--- config.mk ---
export PLATFORM = sky130hd
export DESIGN_NAME = emit_sequence
export DESIGN_NICKNAME = d
export VERILOG_FILES = /design/src/rtl/emit_sequence.sv
export SDC_FILE = /design/constraint.sdc
export NUM_CORES = 1
export LEC_CHECK = 0
export BUFFER_PORTS_ARGS = -buffer_cell sky130_fd_sc_hd__buf_2
export CAP_MARGIN = 20
export CORE_ASPECT_RATIO = 1.25
export CORE_MARGIN = 8
export CORE_UTILIZATION = 54
export CTS_CLUSTER_DIAMETER = 40
export DETAILED_ROUTE_END_ITERATION = 8
export PLACE_DENSITY = 0.84
export SYNTH_ARGS = -nofsm -noshare
export SYNTH_HDL_FRONTEND = slang
export SYNTH_SLANG_ARGS = --single-unit
--- constraint.sdc ---
create_clock -name clk -period 1.7 [get_ports clk]
set_input_delay 0.255 -clock clk [delete_from_list [all_inputs] [get_ports clk]]
set_output_delay 0.255 -clock clk [all_outputs]
set_load 0.02 [all_outputs]
--- src/rtl/emit_sequence.sv ---
// rtl/emit_sequence.sv - parallel-in, MSB-first serial transmitter with one-entry pending buffer
module emit_sequence #(
  parameter int   W          = 8,
  parameter int   GAP        = 0,
  parameter logic IDLE_LEVEL = 1'b0
) (
  input  logic         clk,
  input  logic         rst,
  input  logic         in_vld,
  input  logic [W-1:0] in_w,
  output logic         in_accept,
  output logic         out_r,
  output logic         out_vld_r,
  output logic         tx_done_r,
  output logic         busy_r
);

  localparam int BW = $clog2(W);
  localparam int GW = (GAP > 0) ? $clog2(GAP + 1) : 1;

  typedef enum logic [1:0] {
    S_IDLE,
    S_SHIFT,
    S_GAP
  } state_t;

  state_t          state_r;
  logic [W-1:0]    pend_r;
  logic            pend_vld_r;
  logic [W-1:0]    shift_r;
  logic [BW-1:0]   bit_cnt_r;
  logic [GW-1:0]   gap_cnt_r;

  // The buffer flag alone decides acceptance, so in_vld never reaches in_accept.
  assign in_accept = ~pend_vld_r;

  // Busy covers both a word on the wire (or in its trailing gap) and a word waiting.
  assign busy_r = (state_r != S_IDLE) | pend_vld_r;

  // Handshake capture, shifter sequencing and registered serial outputs.
  always_ff @(posedge clk) begin
    if (rst) begin
      state_r    <= S_IDLE;
      pend_r     <= '0;
      pend_vld_r <= 1'b0;
      shift_r    <= '0;
      bit_cnt_r  <= '0;
      gap_cnt_r  <= '0;
      out_r      <= IDLE_LEVEL;
      out_vld_r  <= 1'b0;
      tx_done_r  <= 1'b0;
    end else begin
      tx_done_r <= 1'b0;

      // A transfer and a load never coincide: the load needs a full buffer,
      // which holds in_accept low.
      if (in_vld && in_accept) begin
        pend_r     <= in_w;
        pend_vld_r <= 1'b1;
      end

      case (state_r)
        S_IDLE: begin
          out_r     <= IDLE_LEVEL;
          out_vld_r <= 1'b0;
          if (pend_vld_r) begin
            shift_r    <= pend_r;
            out_r      <= pend_r[W-1];
            out_vld_r  <= 1'b1;
            bit_cnt_r  <= BW'(W - 1);
            pend_vld_r <= 1'b0;
            state_r    <= S_SHIFT;
          end
        end

        S_SHIFT: begin
          if (bit_cnt_r != '0) begin
            // shift_r[W-1] is already on out_r, so the next bit is one below it.
            shift_r   <= shift_r << 1;
            out_r     <= shift_r[W-2];
            bit_cnt_r <= bit_cnt_r - 1'b1;
            tx_done_r <= (bit_cnt_r == BW'(1));
          end else if (GAP > 0) begin
            gap_cnt_r <= GW'(GAP - 1);
            out_r     <= IDLE_LEVEL;
            out_vld_r <= 1'b0;
            state_r   <= S_GAP;
          end else if (pend_vld_r) begin
            // Reload straight from the buffer so consecutive words abut.
            shift_r    <= pend_r;
            out_r      <= pend_r[W-1];
            out_vld_r  <= 1'b1;
            bit_cnt_r  <= BW'(W - 1);
            pend_vld_r <= 1'b0;
          end else begin
            out_r     <= IDLE_LEVEL;
            out_vld_r <= 1'b0;
            state_r   <= S_IDLE;
          end
        end

        S_GAP: begin
          out_r     <= IDLE_LEVEL;
          out_vld_r <= 1'b0;
          if (gap_cnt_r != '0) begin
            gap_cnt_r <= gap_cnt_r - 1'b1;
          end else if (pend_vld_r) begin
            shift_r    <= pend_r;
            out_r      <= pend_r[W-1];
            out_vld_r  <= 1'b1;
            bit_cnt_r  <= BW'(W - 1);
            pend_vld_r <= 1'b0;
            state_r    <= S_SHIFT;
          end else begin
            state_r <= S_IDLE;
          end
        end

        default: begin
          out_r     <= IDLE_LEVEL;
          out_vld_r <= 1'b0;
          state_r   <= S_IDLE;
        end
      endcase
    end
  end

endmodule

==> results of run 1 <==
## repair_timing
action                                  CTS  global route
buffers inserted                          0             0
endpoints found under the setup margin    0             1
gates resized for setup                   0             1
## how the worst min path moves through the flow
stage	start	endpoint	slack [ns]
2_1_floorplan	in_w[0]	pend_r[0]$_SDFFE_PP0P_	0.39
3_3_place_gp	pend_r[0]$_SDFFE_PP0P_	pend_r[0]$_SDFFE_PP0P_	0.44
3_5_place_dp	pend_r[0]$_SDFFE_PP0P_	pend_r[0]$_SDFFE_PP0P_	0.45
4_1_cts	in_w[1]	pend_r[1]$_SDFFE_PP0P_	0.16
5_1_grt	in_w[0]	pend_r[0]$_SDFFE_PP0P_	0.15
6_report	in_w[7]	pend_r[7]$_SDFFE_PP0P_	0.16
## cells in the final DEF, fill, tap and decap left out
cell / count
dfxtp_1: 22
nor3_1: 3
o31ai_1: 2
buf_4: 2
a211oi_1: 4
nand2_4: 1
inv_1: 6
buf_2: 15
dfxtp_2: 1
nor4b_2: 1
nor2b_1: 1
nand4b_1: 2
a311oi_1: 1
and2_1: 1
and3_1: 1
a21o_1: 1
clkinv_2: 1
clkbuf_4: 3
a221oi_2: 6
nand3_1: 1
mux2i_1: 7
ha_1: 4
nor2_1: 8
a21oi_1: 9
nand2_1: 18
nand2b_1: 1
nand2b_4: 1
## power breakdown
| part | total (mW) | switching [mW] | internal [mW] |
|---|---|---|---|
| Clock | 0.249 | 0.161 | 0.0880 |
| Combinational | 0.374 | 0.228 | 0.146 |
| Sequential | 0.643 | 0.0412 | 0.602 |
| Total | 1.27 | 0.430 | 0.836 |
## stage by stage
stage	std cells	worst slack (ns)	instance area (um^2)	hold WS, ns	utilization
6_report	143	0.168	1140	0.160	0.597
4_1_cts	143	0.00715	1140	0.158	0.597
5_1_grt	143	0.0838	1140	0.145	0.597
2_1_floorplan	110	0.394	1050	0.391	-
3_3_place_gp	139	0.341	1110	0.443	0.582
3_5_place_dp	139	0.241	1110	0.454	0.582
## final cells by class
cell class	count	area [um^2]
flip-flops and latches	23	462
repair buffers	17	90.1
clock buffers	3	22.5
well taps	20	25.0
fillers	161	771
inverters	6	22.5
multi-input cells	73	517
clock inverters	1	5.00
## registers in the layout, indices dropped and copies added (netlist names)
register    count
bit_cnt_r       3
out_r           1
out_vld_r       1
pend_r          8
pend_vld_r      1
shift_r         7
state_r         1
tx_done_r       1
## worst max-delay path, cell delays in order, from the launching register on
cell and delay, ns:
dfxtp_2 0.46, inv_1 0.12, ha_1 0.19, inv_1 0.04
buf_2 0.15
## layer usage
metal  share of wire  up-vias  wire length (um)
met2            0.52       20              1040
met5               0        -                 0
met1            0.40      366               812
li1                -      410                 -
met4           0.018        0                36
met3           0.058        4               116
## kinds of logic (layout without fill, tap and decap cells)
group                      Yosys count  count (layout)  synth area share
muxes                                7               7            0.0668
AOI/OAI and AO/OA                   23              23             0.187
buffers and inverters               14              27            0.0680
and+or+nand+nor                     39              39             0.191
adders and majority gates            4               4            0.0477
DFF                                 23              23             0.439
==> flow_metrics.py, run 1 <==
metrics = {
    "global_route": {
        "grt_pass1_wl_mm": 3.53,
        "grt_max_degree": 26,
        "overflow": 0,
        "grt_antenna_before_repair": 0,
        "use_met3": 0.0385,
        "top_usage_layer": "met2",
        "met1_usage": 0.126,
        "grt_usage": 0.118,
        "grt_pass1_vias": 826,
        "use_met2": 0.198,
    },
    "floorplanning": {
        "die_w_um": 55.4,
        "core_area_um2": 1910,
        "io_pins": 16,
        "die_area_um2": 3620,
        "initial_utilization": 0.548,
        "num_rows": 18,
        "die_y_um": 65.3,
    },
    "critical_path": {
        "cp-start-kind": "register",
        "worstSetupStartpoint": "pend_vld_r$_SDFF_PP0_",
        "path_class": "register to primary output",
        "cp_max_fo": 9,
        "required_ns": 1.44,
        "rr_startpoint": "bit_cnt_r[0]$_SDFF_PP0_",
        "timing.rr.end": "bit_cnt_r[1]$_SDFF_PP0_",
        "end_kind": "primary output",
        "worstSetupEndpoint": "busy_r",
        "reg2reg_depth": 5,
        "arrival_ns": 1.28,
        "r2r_setup_slack_ns": 0.22,
    },
    "clock_tree": {
        "tritoncts": "built",
        "path_clk_slew_ns": 0.12,
        "root_buffer": "clkbuf_4",
        "clkLatencyLatePin_ns": 0.31,
        "ctsLongestPathBuffers": 2,
        "numCtsBuffers": 3,
        "clock-sinks": 23,
        "hold_buffers": 0,
        "cts_max_level": 1,
    },
    "drt": {
        "vias": 800,
        "viasPerCell": 5.59,
        "firstDrtPassIters": 4,
        "wl_per_cell_um": 14.0,
        "ant_nets": 0,
        "drt_first_iter_violations": 9,
        "drt_wl_total_mm": 2.01,
        "remaining_drc_errors": 0,
    },
    "synthesis": {
        "synthArstFlopShare": 0,
        "syn_avg_cell_area_um2": 9.53,
        "synth_flop_cell": "dfxtp_1",
        "synth_top_area_cell": "dfxtp_1",
        "synth.cell_area_um2": 1050,
        "seq_area_frac_synth": 0.439,
        "synthTopCellsByArea": "dfxtp_1, a221oi_2, mux2i_1",
        "synth_cell_types": 25,
        "synth_warnings": 0,
        "yosysTopAreaCellShare": 0.439,
        "netlist_instances": 110,
        "syn_nets": 125,
        "ys_seq_elements": 23,
        "synth_common_cells": "dfxtp_1, nand2_1, a21oi_1",
        "synth-edff-count": 0,
        "yosys.cell_count.top_type": "dfxtp_1",
    },
    "sta": {
        "fin_setup_tns_ns": 0,
        "tightestPinTransition_ns": 0.529,
        "drv_slew": 0,
        "finalHoldViolCount": 0,
        "finClkSkew_ns": 0.00725,
        "rsz0062_at_grt": "false",
        "setup_viol_count_final": 0,
        "fmax_mhz": 653,
        "relSlewSlack": 0.646,
        "period_share": 0.901,
        "fin_crit_ns": 1.53,
    },
    "run": {
        "drv_cap": 0,
    },
    "pwr": {
        "p_leak_nw": 0.468,
        "power_mw": 1.27,
        "pwr_density_cell_nw_per_um2": 1110,
        "max-vdd-ir-drop_v": 0.000664,
    },
    "cells_and_area": {
        "area_growth_pct": 9.07,
        "num_antenna_cells": 0,
        "fin_nets": 139,
        "layout-drive-gt1-share": 0.252,
    },
    "outcome": {
        "status": "complete, no violations",
    },
    "hold_path": {
        "whs_path_depth": 3,
        "worstHoldPathType": "input pin to register",
    },
    "place": {
        "gp_congestion": 0.815,
        "dp_hpwl_mm": 1.51,
        "portBuffers": 15,
    },
}
No activity file was read; power rests on OpenSTA's default activity.
==> run 2: changes to the inputs <==
--- a/config.mk
+++ b/config.mk
@@ -7,7 +7,6 @@
 export LEC_CHECK = 0
 export BUFFER_PORTS_ARGS = -buffer_cell sky130_fd_sc_hd__buf_2
 export CAP_MARGIN = 20
-export CORE_ASPECT_RATIO = 1.25
 export CORE_MARGIN = 8
 export CORE_UTILIZATION = 54
 export CTS_CLUSTER_DIAMETER = 40
==> run 2 against run 1 <==
Fmax rose by 0.51%. Hold slack better by 0.016 ns. Clock power decreased by 3%. Die area decreased by 0.24%. Core utilization increased by 0.72 points. Wire length fell by 5.3%. Highest routed layer unchanged.
==> flow_metrics.py, run 2 (same netlist as run 1, synthesis figures left out) <==
metrics = {
    "outcome": {
        "status": "complete, no violations",
    },
    "critical_path": {
        "r2r_setup_slack_ns": 0.20,
        "cpLargestDelayFamily": "flip-flops",
        "path_cells": "inv_1 -> ha_1 -> inv_1 -> buf_2",
        "timing.rr.end": "bit_cnt_r[1]$_SDFF_PP0_",
        "end_kind": "primary output",
        "arrival_ns": 1.27,
        "rr_startpoint": "bit_cnt_r[0]$_SDFF_PP0_",
        "critical_path.max_stage_delay_ns": 0.45,
        "cp_max_fo": 6,
        "crit_path_top_delay_cell": "dfxtp_1",
        "required_ns": 1.44,
        "path_class": "register to primary output",
        "reg2reg_depth": 5,
        "critPathBufInv": 3,
        "crit_path_frequent_cell": "inv_1",
        "cp-start-kind": "register",
    },
    "cells_and_area": {
        "final_common_cell": "dfxtp_1",
        "final_cell_mix": "dfxtp_1, nand2_1, buf_2, a21oi_1, nor2_1",
        "largest_register_ffs": 8,
        "area_growth_pct": 9.67,
        "fill_cells": 167,
        "largestRegisters": "pend_r x8, shift_r x7, bit_cnt_r x3",
        "layout-drive-gt1-share": 0.236,
        "final_cells": 150,
        "top_register": "pend_r",
        "num_antenna_cells": 0,
        "fin_nets": 139,
    },
    "global_route": {
        "grt_pass1_vias": 713,
        "grt_pass1_wl_mm": 3.02,
        "grt_usage": 0.113,
        "overflow": 0,
        "grt_antenna_before_repair": 0,
        "grt_max_degree": 26,
    },
    "pwr": {
        "p_sw_frac": 0.332,
        "p_leak_nw": 0.465,
        "seq_power_share": 0.510,
        "p_clk_frac": 0.193,
        "pwr_density_cell_nw_per_um2": 1090,
        "power_mw": 1.25,
        "max-vdd-ir-drop_v": 0.000668,
        "switchingPower_uw": 417,
        "internal_power_uw": 838,
        "power_frac_comb": 0.298,
    },
    "sta": {
        "finClkSkew_ns": 0.00155,
        "tightestPinTransition_ns": 0.517,
        "fmax_mhz": 656,
        "finalHoldViolCount": 0,
        "period_share": 0.897,
        "rsz0062_at_grt": "false",
        "fin_setup_tns_ns": 0,
        "relSlewSlack": 0.655,
        "drv_slew": 0,
        "fin_crit_ns": 1.52,
        "setup_viol_count_final": 0,
    },
    "clock_tree": {
        "post_cts_resized": 0,
        "postCtsSetupBuffers": 0,
        "numCtsBuffers": 3,
        "tritoncts": "built",
        "hold_buffers": 0,
        "root_buffer": "clkbuf_4",
        "cts_max_level": 1,
        "clock-sinks": 23,
        "clkLatencyLatePin_ns": 0.30,
        "ctsLongestPathBuffers": 2,
        "path_clk_slew_ns": 0.12,
    },
    "drt": {
        "firstDrtPassIters": 4,
        "drt_first_iter_violations": 23,
        "ant_nets": 0,
        "viasPerCell": 5.25,
        "wl_per_cell_um": 12.7,
        "remaining_drc_errors": 0,
        "drt_wl_total_mm": 1.90,
        "vias": 788,
    },
    "floorplanning": {
        "initial_utilization": 0.551,
        "io_pins": 16,
        "die_y_um": 60.1,
        "die_area_um2": 3610,
        "die_w_um": 60.1,
        "num_rows": 16,
        "core_area_um2": 1900,
    },
    "hold_path": {
        "min_to": "pend_r[6]$_SDFFE_PP0P_",
        "worstHoldPathType": "input pin to register",
        "hp-start": "in_w[6]",
        "whs_path_depth": 3,
    },
    "place": {
        "dp_hpwl_mm": 1.41,
        "placed_cells": 146,
        "portBuffers": 15,
        "gp_congestion": 0.790,
    },
    "run": {
        "drv_cap": 0,
    },
}
[run 2: power by group through the flow]
stage	clock (mW)	combinational [mW]	sequential [mW]
5_1_grt	0.281	0.416	0.647
3_5_place_dp	0	0.372	0.652
2_1_floorplan	0	0.313	0.650
4_1_cts	0.250	0.374	0.639
6_report	0.242	0.373	0.640
3_3_place_gp	0	0.359	0.648
[run 2: metal layers]
metal / vias to the layer above / GRT usage / wire length [um]
li1: 411 / - / -
met1: 355 / 0.129 / 872
met2: 16 / 0.168 / 871
met3: 6 / 0.0151 / 79
met4: 0 / 0.126 / 74
met5: - / 0 / 0
[run 2: through the flow]
stage / hold slack [ns] / area [um^2] / utilization / setup slack [ns]
after floorplan: 0.391 / 1050 / - / 0.394
after global placement: 0.448 / 1120 / 0.591 / 0.319
after detailed placement: 0.453 / 1120 / 0.591 / 0.266
after CTS: 0.167 / 1150 / 0.605 / 0.165
after global routing: 0.157 / 1150 / 0.605 / 0.0840
final: 0.176 / 1150 / 0.605 / 0.176
[run 2: area by class of cell]
class                      count  area [um^2]  area share
tap                           27         33.8      0.0294
timing repair buffer          17         90.1      0.0783
sequential                    23          460       0.400
clock buffer                   4         26.3      0.0229
multi-input combinational     73          517       0.449
inverter                       6         22.5      0.0196
[run 2: worst max-delay path by stage]
stage | startpoint | end | depth (start not counted)
floorplan | pend_vld_r$_SDFF_PP0_ | state_r[0]$_SDFFE_PP0P_ | 6
global placement | bit_cnt_r[0]$_SDFF_PP0_ | bit_cnt_r[1]$_SDFF_PP0_ | 5
CTS | pend_vld_r$_SDFF_PP0_ | busy_r | 4
global route | pend_vld_r$_SDFF_PP0_ | busy_r | 4
detailed placement | bit_cnt_r[0]$_SDFF_PP0_ | bit_cnt_r[1]$_SDFF_PP0_ | 5
finish | pend_vld_r$_SDFF_PP0_ | busy_r | 4
[run 2: worst register-to-register path, cell delays in order (launching register included)]
cell and delay (ns):
dfxtp_1 0.41, inv_1 0.09, ha_1 0.26, nand2b_4 0.22, nand2_4 0.14, a311oi_1 0.29
==> run 3: changes to the inputs <==
--- a/config.mk
+++ b/config.mk
@@ -5,13 +5,15 @@
 export SDC_FILE = /design/constraint.sdc
 export NUM_CORES = 1
 export LEC_CHECK = 0
+export ABC_AREA = 1
 export BUFFER_PORTS_ARGS = -buffer_cell sky130_fd_sc_hd__buf_2
 export CAP_MARGIN = 20
 export CORE_MARGIN = 8
-export CORE_UTILIZATION = 54
+export CORE_UTILIZATION = 48
 export CTS_CLUSTER_DIAMETER = 40
 export DETAILED_ROUTE_END_ITERATION = 8
-export PLACE_DENSITY = 0.84
+export PLACE_DENSITY = 0.8
+export REMOVE_ABC_BUFFERS = 1
 export SYNTH_ARGS = -nofsm -noshare
 export SYNTH_HDL_FRONTEND = slang
 export SYNTH_SLANG_ARGS = --single-unit
==> constraint.sdc (replaced) <==
create_clock -name clk -period 1.2 [get_ports clk]
set_input_delay 0.18 -clock clk [delete_from_list [all_inputs] [get_ports clk]]
set_output_delay 0.18 -clock clk [all_outputs]
set_load 0.02 [all_outputs]
==> run 3 against run 2 <==
The flow now finishes with violations (negative setup slack). Register-to-register slack got worse by 0.16 ns. Global-route usage rose by 0.43 points. Total power rose by 60%. Sequential share of layout area fell by 2.7 points. Design area rose by 8.9%. Critical path depth did not move. Synthesized cell count rose by 15%. Die area rose by 4.0%. Non-clock buffer count rose by 9. Clock power rose by 50%. Core utilization rose by 4.0 points. Area after synthesis fell by 6.2%. Critical endpoint unchanged. Largest power group unchanged. Highest routed layer unchanged.
==> flow_metrics.py, run 3 <==
metrics = {
    "critical_path": {
        "cp-start-kind": "register",
        "cpLargestDelayFamily": "flip-flops",
        "critPathBufInv": 3,
        "path_class": "register to primary output",
        "arrival_ns": 1.03,
        "cp_max_fo": 3,
        "path_cells": "inv_4 -> ha_4 -> inv_2 -> buf_6",
        "end_kind": "primary output",
        "critical_path.max_stage_delay_ns": 0.38,
        "required_ns": 1.02,
        "crit_path_top_delay_cell": "dfxtp_2",
    },
    "clock_tree": {
        "tritoncts": "built",
        "path_clk_slew_ns": 0.13,
        "cts_max_level": 1,
        "clkLatencyLatePin_ns": 0.32,
        "ctsLongestPathBuffers": 2,
        "clock-sinks": 23,
        "root_buffer": "clkbuf_4",
        "numCtsBuffers": 3,
    },
    "cells_and_area": {
        "largest_register_ffs": 8,
        "num_antenna_cells": 0,
        "layout-drive-gt1-share": 0.303,
        "largestRegisters": "pend_r x8, shift_r x7, bit_cnt_r x3",
        "design_area_um2": 1250,
        "final_cells": 182,
        "final_common_cell": "nand2_1",
        "top_register": "pend_r",
        "fin_nets": 171,
        "final_cell_mix": "nand2_1, nor2_1, dfxtp_1, o21ai_0, buf_2",
        "area_growth_pct": 27.4,
    },
    "floorplanning": {
        "die_area_um2": 3750,
        "num_rows": 16,
        "io_pins": 16,
        "die_w_um": 61.3,
        "core_area_um2": 1940,
        "die_y_um": 61.3,
        "initial_utilization": 0.506,
    },
    "pwr": {
        "p_leak_nw": 0.582,
        "switchingPower_uw": 697,
        "pwr_density_cell_nw_per_um2": 1610,
        "max-vdd-ir-drop_v": 0.000913,
        "power_mw": 2.01,
        "seq_power_share": 0.460,
        "power_frac_comb": 0.360,
        "p_clk_frac": 0.180,
        "internal_power_mw": 1.31,
        "p_sw_frac": 0.347,
    },
    "synthesis": {
        "syn_avg_cell_area_um2": 7.74,
        "synthArstFlopShare": 0,
        "synth_flop_cell": "dfxtp_1",
        "ys_seq_elements": 23,
        "yosys.cell_count.top_type": "nand2_1",
        "synth.cell_area_um2": 983,
        "synth_common_cells": "nand2_1, nor2_1, dfxtp_1",
        "synth_top_area_cell": "dfxtp_1",
        "synth-edff-count": 0,
        "synth_warnings": 0,
        "synthTopCellsByArea": "dfxtp_1, nand2_1, nor2_1",
        "synth_cell_types": 18,
        "netlist_instances": 127,
        "yosysTopAreaCellShare": 0.468,
        "seq_area_frac_synth": 0.468,
    },
    "sta": {
        "finalHoldViolCount": 0,
        "period_share": 1.01,
        "fin_crit_ns": 1.21,
        "rsz0062_at_grt": "true",
        "setup_viol_count_final": 1,
        "finClkSkew_ns": 0.00604,
        "tightestPinTransition_ns": 0.305,
        "fin_ws_ns": -0.0120,
        "drv_slew": 0,
        "relSlewSlack": 0.796,
        "fmax_mhz": 825,
    },
    "drt": {
        "viasPerCell": 4.93,
        "remaining_drc_errors": 0,
        "drt_first_iter_violations": 22,
        "wl_per_cell_um": 11.5,
        "drt_wl_total_mm": 2.09,
        "ant_nets": 0,
        "vias": 897,
        "firstDrtPassIters": 4,
    },
    "outcome": {
        "violations": "negative setup slack",
        "status": "complete, but fails checks",
    },
    "hold_path": {
        "worstHoldPathType": "input pin to register",
    },
    "place": {
        "placed_cells": 171,
        "gp_congestion": 0.797,
        "placed_area_um2": 1110,
        "portBuffers": 15,
        "dp_hpwl_mm": 1.43,
    },
    "global_route": {
        "grt_antenna_before_repair": 0,
        "grt_usage": 0.117,
        "grt_pass1_wl_mm": 3.24,
        "grt_pass1_vias": 748,
        "grt_max_degree": 20,
        "overflow": 0,
    },
    "run": {
        "drv_cap": 0,
    },
}
-- run 3: path summary, 6_finish.rpt --
check | start | to | slack (ns) | cells after the start
worst max-delay path | pend_vld_r$_SDFF_PP0_ | busy_r | -0.01 | 4
worst min-delay path | in_w[7] | pend_r[7]$_SDFFE_PP0P_ | 0.1 | 3
worst max register to register | pend_vld_r$_SDFF_PP0_ | pend_r[2]$_SDFFE_PP0P_ | 0.04 | 7
worst min register to register | out_vld_r$_SDFFE_PP0P_ | out_vld_r$_SDFFE_PP0P_ | 0.45 | 2
-- run 3: cell families (layout without fill, tap and decap cells) --
kind of cell,count (synthesis),after routing,synth area share
adders and majority gates,4,4,0.0509
buffers and inverters,15,42,0.0700
AOI/OAI and AO/OA,23,23,0.127
and+or+nand+nor,61,62,0.275
DFF,23,23,0.468
xor gates and xnor gates,1,1,0.00891
-- run 3: metrics by stage --
step | hold slack (ns) | util | TNS [ns] | setup slack (ns)
finish | 0.0950 | 0.645 | -0.0120 | -0.0120
global route | 0.0923 | 0.645 | -0.230 | -0.0681
CTS | 0.0921 | 0.612 | -0.0182 | -0.0171
detailed placement | 0.431 | 0.570 | -0.0575 | -0.0379
global placement | 0.426 | 0.570 | 0 | 0.0300
floorplan | 0.340 | - | -0.0853 | -0.0853
-- run 3: per-layer routing --
| layer | global-route usage | up-vias | wire length [um] |
|---|---|---|---|
| met1 | 0.140 | 402 | 908 |
| met4 | 0.0997 | 0 | 75 |
| met2 | 0.173 | 31 | 981 |
| met5 | 0 | - | 0 |
| li1 | - | 457 | - |
| met3 | 0.0271 | 7 | 124 |
-- run 3: worst min-delay path: cells and delay by family --
kind	cells	cell delay, ns
buf+inv	1	0.07
compound gates	1	0.07
simple gates	1	0.07
-- run 3: final cells by class --
cell class / instances / area [um^2]
Inverter: 12 / 47.5
Clock inverter: 1 / 5.00
Fill cell: 186 / 689
Clock buffer: 3 / 22.5
Timing Repair Buffer: 26 / 174
Tap cell: 27 / 33.8
Sequential cell: 23 / 468
Multi-Input combinational cell: 90 / 502
-- run 3: power by group through the flow --
stage / logic, mW / registers (mW) / clock network (mW)
CTS: 0.603 / 0.920 / 0.372
detailed placement: 0.519 / 0.940 / 0
floorplan: 0.351 / 0.942 / 0
global route: 0.789 / 0.934 / 0.410
global placement: 0.499 / 0.933 / 0
finish: 0.724 / 0.925 / 0.362
-- run 3: what timing repair did --
item / 4_1_cts / 5_1_grt
setup buffers: 3 / 3
gates resized for setup: 13 / 10
hold buffers: 0 / 0
cloned: 0 / 1
pin swaps: 0 / 6
endpoints found under the hold margin: 0 / 0
endpoints found under the setup margin: 8 / 13
